<file path="src/rtl/queue_push_ctrl.sv">
`default_nettype none
// ============================================================================
// Module  : queue_push_ctrl
// Brief   : Two-entry skid buffer feeding a queue's push port, with
//           saturating push and stall statistics counters.
// Revision: 1.0 - initial release
// ============================================================================
module queue_push_ctrl #(
  parameter int DW = 6,
  parameter int CW = 8
) (
  input  logic          clk,
  input  logic          rst_n,
  input  logic          in_valid,
  input  logic [DW-1:0] in_data,
  output logic          in_ready,
  input  logic          q_full,
  output logic          q_push,
  output logic [DW-1:0] q_data,
  input  logic          clr_cnt,
  output logic [CW-1:0] push_cnt,
  output logic [CW-1:0] stall_cnt
);

  localparam logic [CW-1:0] c_cnt_max = {CW{1'b1}};
  localparam logic [CW-1:0] c_cnt_one = {{(CW-1){1'b0}}, 1'b1};

  typedef enum logic [1:0] {
    S_EMPTY = 2'd0,
    S_ONE   = 2'd1,
    S_TWO   = 2'd2
  } state_t;

  state_t        r_state;
  logic [DW-1:0] r_head;
  logic [DW-1:0] r_tail;
  logic [CW-1:0] r_push_cnt;
  logic [CW-1:0] r_stall_cnt;

  logic w_accept;
  logic w_push;
  logic w_stall;

  // in_ready depends only on the state flops; q_full reaches only q_push.
  assign in_ready = (r_state != S_TWO);
  assign w_accept = in_valid & in_ready;
  assign w_push   = (r_state != S_EMPTY) & ~q_full;
  assign w_stall  = (r_state != S_EMPTY) & q_full;

  assign q_push    = w_push;
  assign q_data    = r_head;
  assign push_cnt  = r_push_cnt;
  assign stall_cnt = r_stall_cnt;

  always_ff @(posedge clk or negedge rst_n) begin
    if (!rst_n) begin
      r_state <= S_EMPTY;
      r_head  <= '0;
      r_tail  <= '0;
    end else begin
      case (r_state)
        S_EMPTY: begin
          if (w_accept) begin
            r_state <= S_ONE;
            r_head  <= in_data;
          end
        end
        S_ONE: begin
          if (w_accept && w_push) begin
            r_head <= in_data;
          end else if (w_accept) begin
            r_state <= S_TWO;
            r_tail  <= in_data;
          end else if (w_push) begin
            r_state <= S_EMPTY;
          end
        end
        S_TWO: begin
          if (w_push) begin
            r_state <= S_ONE;
            r_head  <= r_tail;
          end
        end
        default: r_state <= S_EMPTY;
      endcase
    end
  end

  // Clear wins over a same-cycle increment.
  always_ff @(posedge clk or negedge rst_n) begin
    if (!rst_n) begin
      r_push_cnt  <= '0;
      r_stall_cnt <= '0;
    end else if (clr_cnt) begin
      r_push_cnt  <= '0;
      r_stall_cnt <= '0;
    end else begin
      if (w_push && (r_push_cnt != c_cnt_max)) begin
        r_push_cnt <= r_push_cnt + c_cnt_one;
      end
      if (w_stall && (r_stall_cnt != c_cnt_max)) begin
        r_stall_cnt <= r_stall_cnt + c_cnt_one;
      end
    end
  end

endmodule
`default_nettype wire
</file>
<file path="config.mk">
export PLATFORM = sky130hd
export DESIGN_NAME = queue_push_ctrl
export DESIGN_NICKNAME = d
export VERILOG_FILES = /design/src/rtl/queue_push_ctrl.sv
export SDC_FILE = /design/constraint.sdc
export NUM_CORES = 1
export LEC_CHECK = 0
export CAP_MARGIN = 5
export CORE_MARGIN = 2
export CORE_UTILIZATION = 49
export CTS_CLUSTER_SIZE = 40
export DETAILED_ROUTE_END_ITERATION = 8
export PLACE_DENSITY_LB_ADDON = 0.25
export SYNTH_ARGS = -nofsm -noshare
export SYNTH_HDL_FRONTEND = slang
export SYNTH_SLANG_ARGS = --single-unit
</file>
<file path="constraint.sdc">
create_clock -name clk -period 2.1 [get_ports clk]
set_clock_uncertainty 0.15 [all_clocks]
set_input_delay 0.315 -clock clk [delete_from_list [all_inputs] [get_ports clk]]
set_output_delay 0.315 -clock clk [all_outputs]
set_load 0.02 [all_outputs]
</file>
# Word-level counts from Yosys, hierarchy flattened
# Cells that the tools add are included.
[word_totals] ff_bits=30 elab_cells=47
[op_classes] addsub=2 n_eq_ne=10 n_mux=14 n_bitwise=5 n_reduce_logical=11
[op_table] operator="$mux 8" n=4
[op_table] operator="$mux 6" n=3
[op_table] operator="$pmux 6 s3" n=1
[op_table] operator="$add 8x1->8 const B" n=2
[op_table] operator="$ne 8x8->1 const B" n=2
[op_table] operator="$mux 2" n=5
[op_table] operator="$ne 2x2->1 const B" n=5
[op_table] operator="$reduce_and 4->1" n=2
[op_table] operator="$pmux 2 s3" n=1
[op_table] operator="$reduce_bool 2->1" n=3
[op_table] operator="$and 1x1->1" n=3
[op_table] operator="$logic_and 1x1->1" n=3
[op_table] operator="$ne 3x3->1 const B" n=1
[op_table] operator="$reduce_and 3->1" n=1
[op_table] operator="$reduce_bool 3->1" n=1
[op_table] operator="$eq 2x1->1 const B" n=1
[op_table] operator="$eq 2x2->1 const B" n=1
[op_table] operator="$logic_not 2->1" n=1
[op_table] operator="$not 1->1" n=2

# Longest topological paths before layout
# Gate-level depths: netlist (run 1).
[depth] word_depth=6 ltp_mapped=6

# Worst setup path after synthesis (run 1)
# Ideal clock, no wire load.
[synth_path] path_type="register -> register" start="reg r_stall_cnt[0], in the netlist stall_cnt[0]" end="reg r_stall_cnt[1], in the netlist stall_cnt[1]" setup_ps=132 t_arrival_ps=1363 setup_slack_ps=455 stages_incl_launch_ff=6 path_buffers=0 cell_sequence="dfrtp_1 > ha_1 > nand3_1 > o21ai_0 > mux2i_1 > nor2_1"
[synth_between] elab_chain_cells=3 elab_cells_between_ends=6
[synth_rtl] element="start: declaration" line_no="38" text="logic [CW-1:0] r_stall_cnt;"
[synth_rtl] element="start signal: assignment" line_no="102" text="r_stall_cnt <= r_stall_cnt + c_cnt_one;"
[synth_rtl] element="$add 8x1->8 / $ne 8x8->1 (equally long branches)" line_no="102, 101"
[synth_rtl] element="$mux 8 / $logic_and 1x1->1 (equally long branches)" line_no="101" text="if (w_stall && (r_stall_cnt != c_cnt_max)) begin"
[synth_rtl] element="$mux 8 / $reduce_bool 2->1 (equally long branches)"
# Parallel ways exist; a longest one is shown, timed or not. The select of a mux whose other input is x is not followed.
# A chain may end at the register's enable or synchronous reset.

# Worst setup path after layout (run 1)
[layout_path] start="reg r_push_cnt[3], in the netlist push_cnt[3]" end="out push_cnt[3]"
[layout_lines] element="start: declaration" line_no="37" text="logic [CW-1:0] r_push_cnt;"
[layout_lines] element="start signal: assignment" line_no="99" text="r_push_cnt <= r_push_cnt + c_cnt_one;"
[layout_lines] element="end: declaration" line_no="21" text="output logic [CW-1:0] push_cnt,"
# No word-level cell between the ends.

==> results of run 1 <==
==> flip-flops by register name (all words and copies together) (netlist names) <==
register and flops:
r_state 2, r_tail 6, q_data 6, push_cnt 8, stall_cnt 8
==> area by class of cell <==
cell class                      instances  area share [%]
Clock buffer                            8            3.94
Inverter                                5           0.938
Multi-Input combinational cell        110            34.9
Sequential cell                        30            37.5
Tap cell                               33            2.06
Timing Repair Buffer                   43            20.6
==> cell usage in the layout, fill, tap and decap left out, drive strengths merged <==
cell type / instances
clkdlybuf4s50: 32
dfrtp: 30
nor2: 16
nand2: 13
nor3: 10
o21ai: 10
buf: 9
nand3: 8
mux2i: 8
clkbuf: 8
a21oi: 7
mux2: 6
inv: 5
nor2b: 4
a31oi: 3
nand4: 3
o21bai: 3
o21a: 2
xor2: 2
a211oi: 2
ha: 2
dlymetal6s2s: 2
o211ai: 1
or2: 1
o31ai: 1
or4: 1
nor3b: 1
xnor2: 1
a22oi: 1
o22ai: 1
o2111a: 1
nand2b: 1
a31o: 1
==> power by group through the flow <==
stage | logic [mW] | registers [mW] | clock network (mW)
after CTS | 0.442 | 0.747 | 0.433
final | 0.436 | 0.747 | 0.425
after global routing | 0.485 | 0.760 | 0.464
after global placement | 0.428 | 0.751 | 0
after floorplan | 0.201 | 0.798 | 0
after detailed placement | 0.439 | 0.758 | 0
==> routing by layer <==
layer  vias up  global-route usage (%)  share of wire [%]
met4         0                    6.03                1.1
met5         -                       0                  0
li1        630                       -                  -
met2        33                    35.0                 50
met1       603                    25.5                 44
met3         5                    6.99                4.7
==> cells by family after synthesis <==
family          count (synthesis)
buf+inv                        12
xor+xnor                        3
fa+ha+maj                       2
flops                          30
compound gates                 33
simple gates                   58
mux                            14
==> path summary, 6_finish.rpt <==
path / from / end / slack [ns] / depth (start not counted)
max: push_cnt[3] / push_cnt[3] / 0.19 / 1
min: rst_n / q_data[2] / 0.21 / 2
max reg2reg: r_state[1] / r_tail[3] / 0.33 / 4
min reg2reg: q_data[1] / q_data[1] / 0.33 / 2
max in group asynchronous: rst_n / stall_cnt[6] / 1.32 / 2
min in group clk: q_data[1] / q_data[1] / 0.33 / 2
==> metrics by stage <==
stage          instance area, µm²  power (mW)  instances  hold slack (ns)  utilization (%)
2_1_floorplan                1510        1.00        152           -0.131                -
3_3_place_gp                 1920        1.18        221            0.311             63.9
3_5_place_dp                 1920        1.20        221            0.319             63.9
4_1_cts                      2000        1.62        229            0.218             66.5
5_1_grt                      2000        1.71        229            0.241             66.7
6_report                     2000        1.61        229            0.212             66.7
==> repair_timing <==
action	in CTS	in global routing
resized for setup	0	2
hold buffers	0	0
setup endpoints to repair	0	2
==> impl_metrics.ini, run 1 <==
[timing]
slew_headroom_pct = 71.8
rsz0062_at_grt = no
setup_viol = 0
maxSlewViolCount = 0
setup_tns_ns = 0
hold_viol_final = 0
finalWorstSetupSlack_ns = 0.192
fin_crit_ns = 1.91
worst_pin_slew_ns = 0.419
fmax_ghz = 0.524
post-route-period-util_pct = 90.8

[floorplanning]
core_mm2 = 0.00300
initial_core_util_pct = 50.4
die_w_um = 59.6
dieArea_mm2 = 0.00355
rows = 20
dieHeight_um = 59.6
io-pin-count = 35

[critical_path]
critPathTopFamily = buffers and inverters
cp_num_buf_inv = 1
path_cells = clkdlybuf4s50_1
critPathMaxStageDelay_ns = 0.65
critical_path_class = reg2out
critPathLaunchType = flop
required_ns = 1.63
crit_path_max_fanout = 8
slowest_stage = clkdlybuf4s50_1
critPathCaptureType = primary output
crit_arrival_ns = 1.44

[placed_design]
place_ws_ns = 0.0375
io_buffer_count = 34
routabilityCongestion = 0.785
post-dp-hpwl_um = 2340

[power_and_ir_drop]
p_per_area_mw_per_mm2 = 803
ir_drop_v = 0.000393
clkPwrFrac_pct = 26.4
internal_power_mw = 1.13
swShare_pct = 29.8
comb_power_share_pct = 27.1
p_leak_nw = 0.832
seqPwrFrac_pct = 46.4
switchingPower_mw = 0.479

[cts]
post_cts_buffers = 0
clk_pin_slew_worst_paths_ns = 0.09
cts_root_buffer = clkbuf_4
clockBufferDepth = 2
tritoncts.num_buffers = 5
cts_tree = done
ctsHtreeMaxLevel = 2
clock_sinks = 30
clkLatencyLatePin_ns = 0.32

[synth]
synth_xor_area_share_pct = 1.74
netlist_top_cells_count = 30 x dfrtp_1, 16 x nor2_1, 13 x nand2_1
yosys_warnings = 0
synth_most_common_cell = dfrtp_1
ys_ff_latch = 30
synthFlopType = dfrtp_1
syn_nets = 165
synth_fa_ha_area_share_pct = 1.65
synth_simple_gate_area_share_pct = 17.9
synth_top_cell_area_share_pct = 49.6
yosysTopAreaCell = dfrtp_1
synthArstFlopShare_pct = 100
synth.avg_cell_area_um2 = 9.95
synth_mux_area_share_pct = 9.76
postSynthCellCount = 152
seq_area_frac_synth_pct = 49.6
synth_edf_count = 0
yosysUniqueCellTypes = 36
netlist_area_mm2 = 0.00151
yosys-top-cells-area = dfrtp_1 50%, mux2i_1 5.3%, mux2_2 4.5%
synth_compound_area_share_pct = 15.2
synth_top_family_by_area = simple AND/OR/NAND/NOR gates

[layout]
regArea_um2 = 751
drive_above_1_share_pct = 14.3
diodes = 0
fill_cells = 247
multi_input_area_um2 = 699
area_growth_pct = 32.3
nets = 208

[drt]
drc = 0
detail-route-antenna-nets = 0
vias_per_cell = 5.55
num_vias = 1271
drt_first_pass_iters = 4
wl_per_cell_um = 14.0
drt_iter0_markers = 68
routed_wl_um = 3210

[run_status]
status = finished clean

[grt]
grt_pass1_vias = 1222
grt_max_degree = 31
grt_pass1_wl_um = 5490
grt_overflow_total = 0
antenna_found_initial = 0
grt.total_usage_pct = 20.8

[hold_path]
hold_path_class = in2async

[job]
maxCapViolCount = 0
No activity file was read; power rests on OpenSTA's default activity.
==> inputs of run 2 (changes only) <==
--- a/config.mk
+++ b/config.mk
@@ -5,6 +5,7 @@
 export SDC_FILE = /design/constraint.sdc
 export NUM_CORES = 1
 export LEC_CHECK = 0
+export ABC_AREA = 1
 export CAP_MARGIN = 5
 export CORE_MARGIN = 2
 export CORE_UTILIZATION = 49
==> constraint.sdc (replaced) <==
create_clock -name clk -period 1.9 [get_ports clk]
set_clock_uncertainty 0.15 [all_clocks]
set_input_delay 0.285 -clock clk [delete_from_list [all_inputs] [get_ports clk]]
set_output_delay 0.285 -clock clk [all_outputs]
set_load 0.02 [all_outputs]
==> impl_metrics.ini, run 2 <==
[synth]
synth_most_common_cell = nand2_1
netlist_area_mm2 = 0.00167
yosys-top-cells-area = dfrtp_1 45%, nand2_1 16%, nand3_1 7.8%
synth_compound_area_share_pct = 9.50
yosysTopAreaCell = dfrtp_1
seq_area_frac_synth_pct = 44.9
synth_top_family_by_area = simple AND/OR/NAND/NOR gates
yosysUniqueCellTypes = 23
synth_fa_ha_area_share_pct = 1.50
synth.avg_cell_area_um2 = 7.67
postSynthCellCount = 218
yosys_warnings = 0
synth_edf_count = 0
synth_simple_gate_area_share_pct = 35.2
synthFlopType = dfrtp_1
synth_mux_area_share_pct = 0
ys_ff_latch = 30
synth_top_cell_area_share_pct = 44.9
synth_xor_area_share_pct = 2.09
syn_nets = 231
synthArstFlopShare_pct = 100
netlist_top_cells_count = 72 x nand2_1, 30 x dfrtp_1, 26 x nand3_1

[critical_path]
cp_num_buf_inv = 1
path_cells = clkdlybuf4s50_1
critPathLaunchType = flop
rr_startpoint = push_cnt[0]
critPathCaptureType = primary output
slowest_stage = clkdlybuf4s50_1
required_ns = 1.46
critPathTopFamily = buffers and inverters
critPathMaxStageDelay_ns = 0.63
critical_path_class = reg2out
crit_path_max_fanout = 5
cp-startpoint = push_cnt[1]
crit_arrival_ns = 1.40

[layout]
final_area_mm2 = 0.00220
drive_above_1_share_pct = 12.1
final_common_cell = nand2_1
nets = 277
multi_input_area_um2 = 808
regArea_um2 = 751
final_cell_mix = 72 x nand2_1, 30 x dfrtp_1, 26 x nand3_1, 24 x nor2_1, 24 x clkdlybuf4s50_1
area_growth_pct = 31.4
fill_cells = 298
diodes = 0

[job]
maxCapViolCount = 0

[cts]
tritoncts.num_buffers = 5
clkLatencyLatePin_ns = 0.34
ctsHtreeMaxLevel = 2
clk_pin_slew_worst_paths_ns = 0.10
clockBufferDepth = 2
cts_root_buffer = clkbuf_4
cts_tree = done
clock_sinks = 30
cts_hold_buf = 0

[drt]
drc = 0
vias_per_cell = 4.90
routed_wl_um = 3430
drt_iter0_markers = 119
num_vias = 1523
wl_per_cell_um = 11.0
detail-route-antenna-nets = 0
drt_first_pass_iters = 4

[power_and_ir_drop]
ir_drop_v = 0.000734
p_leak_nw = 1.25
totalPowerFinal_mw = 2.32
p_per_area_mw_per_mm2 = 1060

[timing]
setup_viol = 0
finalWorstSetupSlack_ns = 0.0618
maxSlewViolCount = 0
worst_pin_slew_ns = 0.382
hold_viol_final = 0
fmax_ghz = 0.544
slew_headroom_pct = 74.5
fin_crit_ns = 1.84
rsz0062_at_grt = no
setup_tns_ns = 0
post-route-period-util_pct = 96.7

[floorplanning]
io-pin-count = 35
rows = 21
core_mm2 = 0.00331
dieArea_mm2 = 0.00390
initial_core_util_pct = 50.5
dieHeight_um = 62.4
die_w_um = 62.4

[grt]
grt_pass1_wl_um = 6040
grt_pass1_vias = 1381
grt_max_degree = 31
antenna_found_initial = 0
grt.total_usage_pct = 19.4
grt_overflow_total = 0

[placed_design]
routabilityCongestion = 0.813
place_ws_ns = -0.0898
io_buffer_count = 34
post-dp-hpwl_um = 2490
place_area_mm2 = 0.00210

[run_status]
status = finished clean

[hold_path]
hold_path_class = in2async
[run 2: changes by cell type after synthesis, moves of 4 or more]
cell and change:
mux2i_1 -8, nand3_1 +18, nor2_1 +8, o21ai_1 +6, nand2_2 +4, mux2_2 -6
o21ai_0 -9, nor2b_1 -4, nand2_1 +59, inv_1 +15, nor3_1 -10
[run 2: area by class of cell]
cell class                      count  share of cell area, %
Inverter                           23                   3.93
Clock buffer                        5                   1.71
Timing Repair Buffer               42                   19.0
Clock inverter                      3                   1.82
Sequential cell                    30                   34.1
Tap cell                           46                   2.62
Multi-Input combinational cell    162                   36.8
[run 2: power breakdown]
| group | switching [mW] | internal (mW) | total (mW) |
|---|---|---|---|
| sequential | 0.104 | 0.798 | 0.902 |
| combinational | 0.526 | 0.386 | 0.911 |
| clock | 0.237 | 0.272 | 0.509 |
| total | 0.867 | 1.46 | 2.32 |
[run 2: kinds of logic after synthesis]
kind of cell | after synthesis
AO/OA/AOI/OAI | 22
XOR/XNOR | 4
adder cells (fa/ha/maj) | 2
buffers and inverters | 26
flip-flops | 30
AND/OR/NAND/NOR | 134
[run 2: through the flow]
step,util (%),hold WS (ns),std cells
2_1_floorplan,-,-0.161,218
3_3_place_gp,63.3,0.309,302
3_5_place_dp,63.3,0.308,302
4_1_cts,65.6,0.183,310
5_1_grt,66.4,0.197,311
6_report,66.4,0.179,311
[run 2: final timing paths]
path | endpoint | slack (ns) | depth (start not counted)
hold / removal | push_cnt[0] | 0.18 | 2
hold reg to reg | q_data[1] | 0.33 | 2
min in group clk | q_data[1] | 0.33 | 2
max in group asynchronous | q_data[0] | 1.15 | 2
setup reg to reg | push_cnt[4] | 0.28 | 7
setup / recovery | push_cnt[1] | 0.06 | 1
[run 2: what timing repair did]
action / 4_1_cts / 5_1_grt
pin swaps: 0 / 0
setup buffers: 0 / 1
endpoints found under the setup margin: 2 / 9
gates cloned: 0 / 0
resized for setup: 2 / 8
[run 2: layer usage]
| layer | share of wire, % | global-route usage (%) | vias up |
|---|---|---|---|
| li1 | - | - | 780 |
| met1 | 44 | 22.9 | 705 |
| met2 | 50 | 33.2 | 31 |
| met3 | 4.0 | 6.13 | 7 |
| met4 | 1.8 | 6.67 | 0 |
| met5 | 0 | 0 | - |
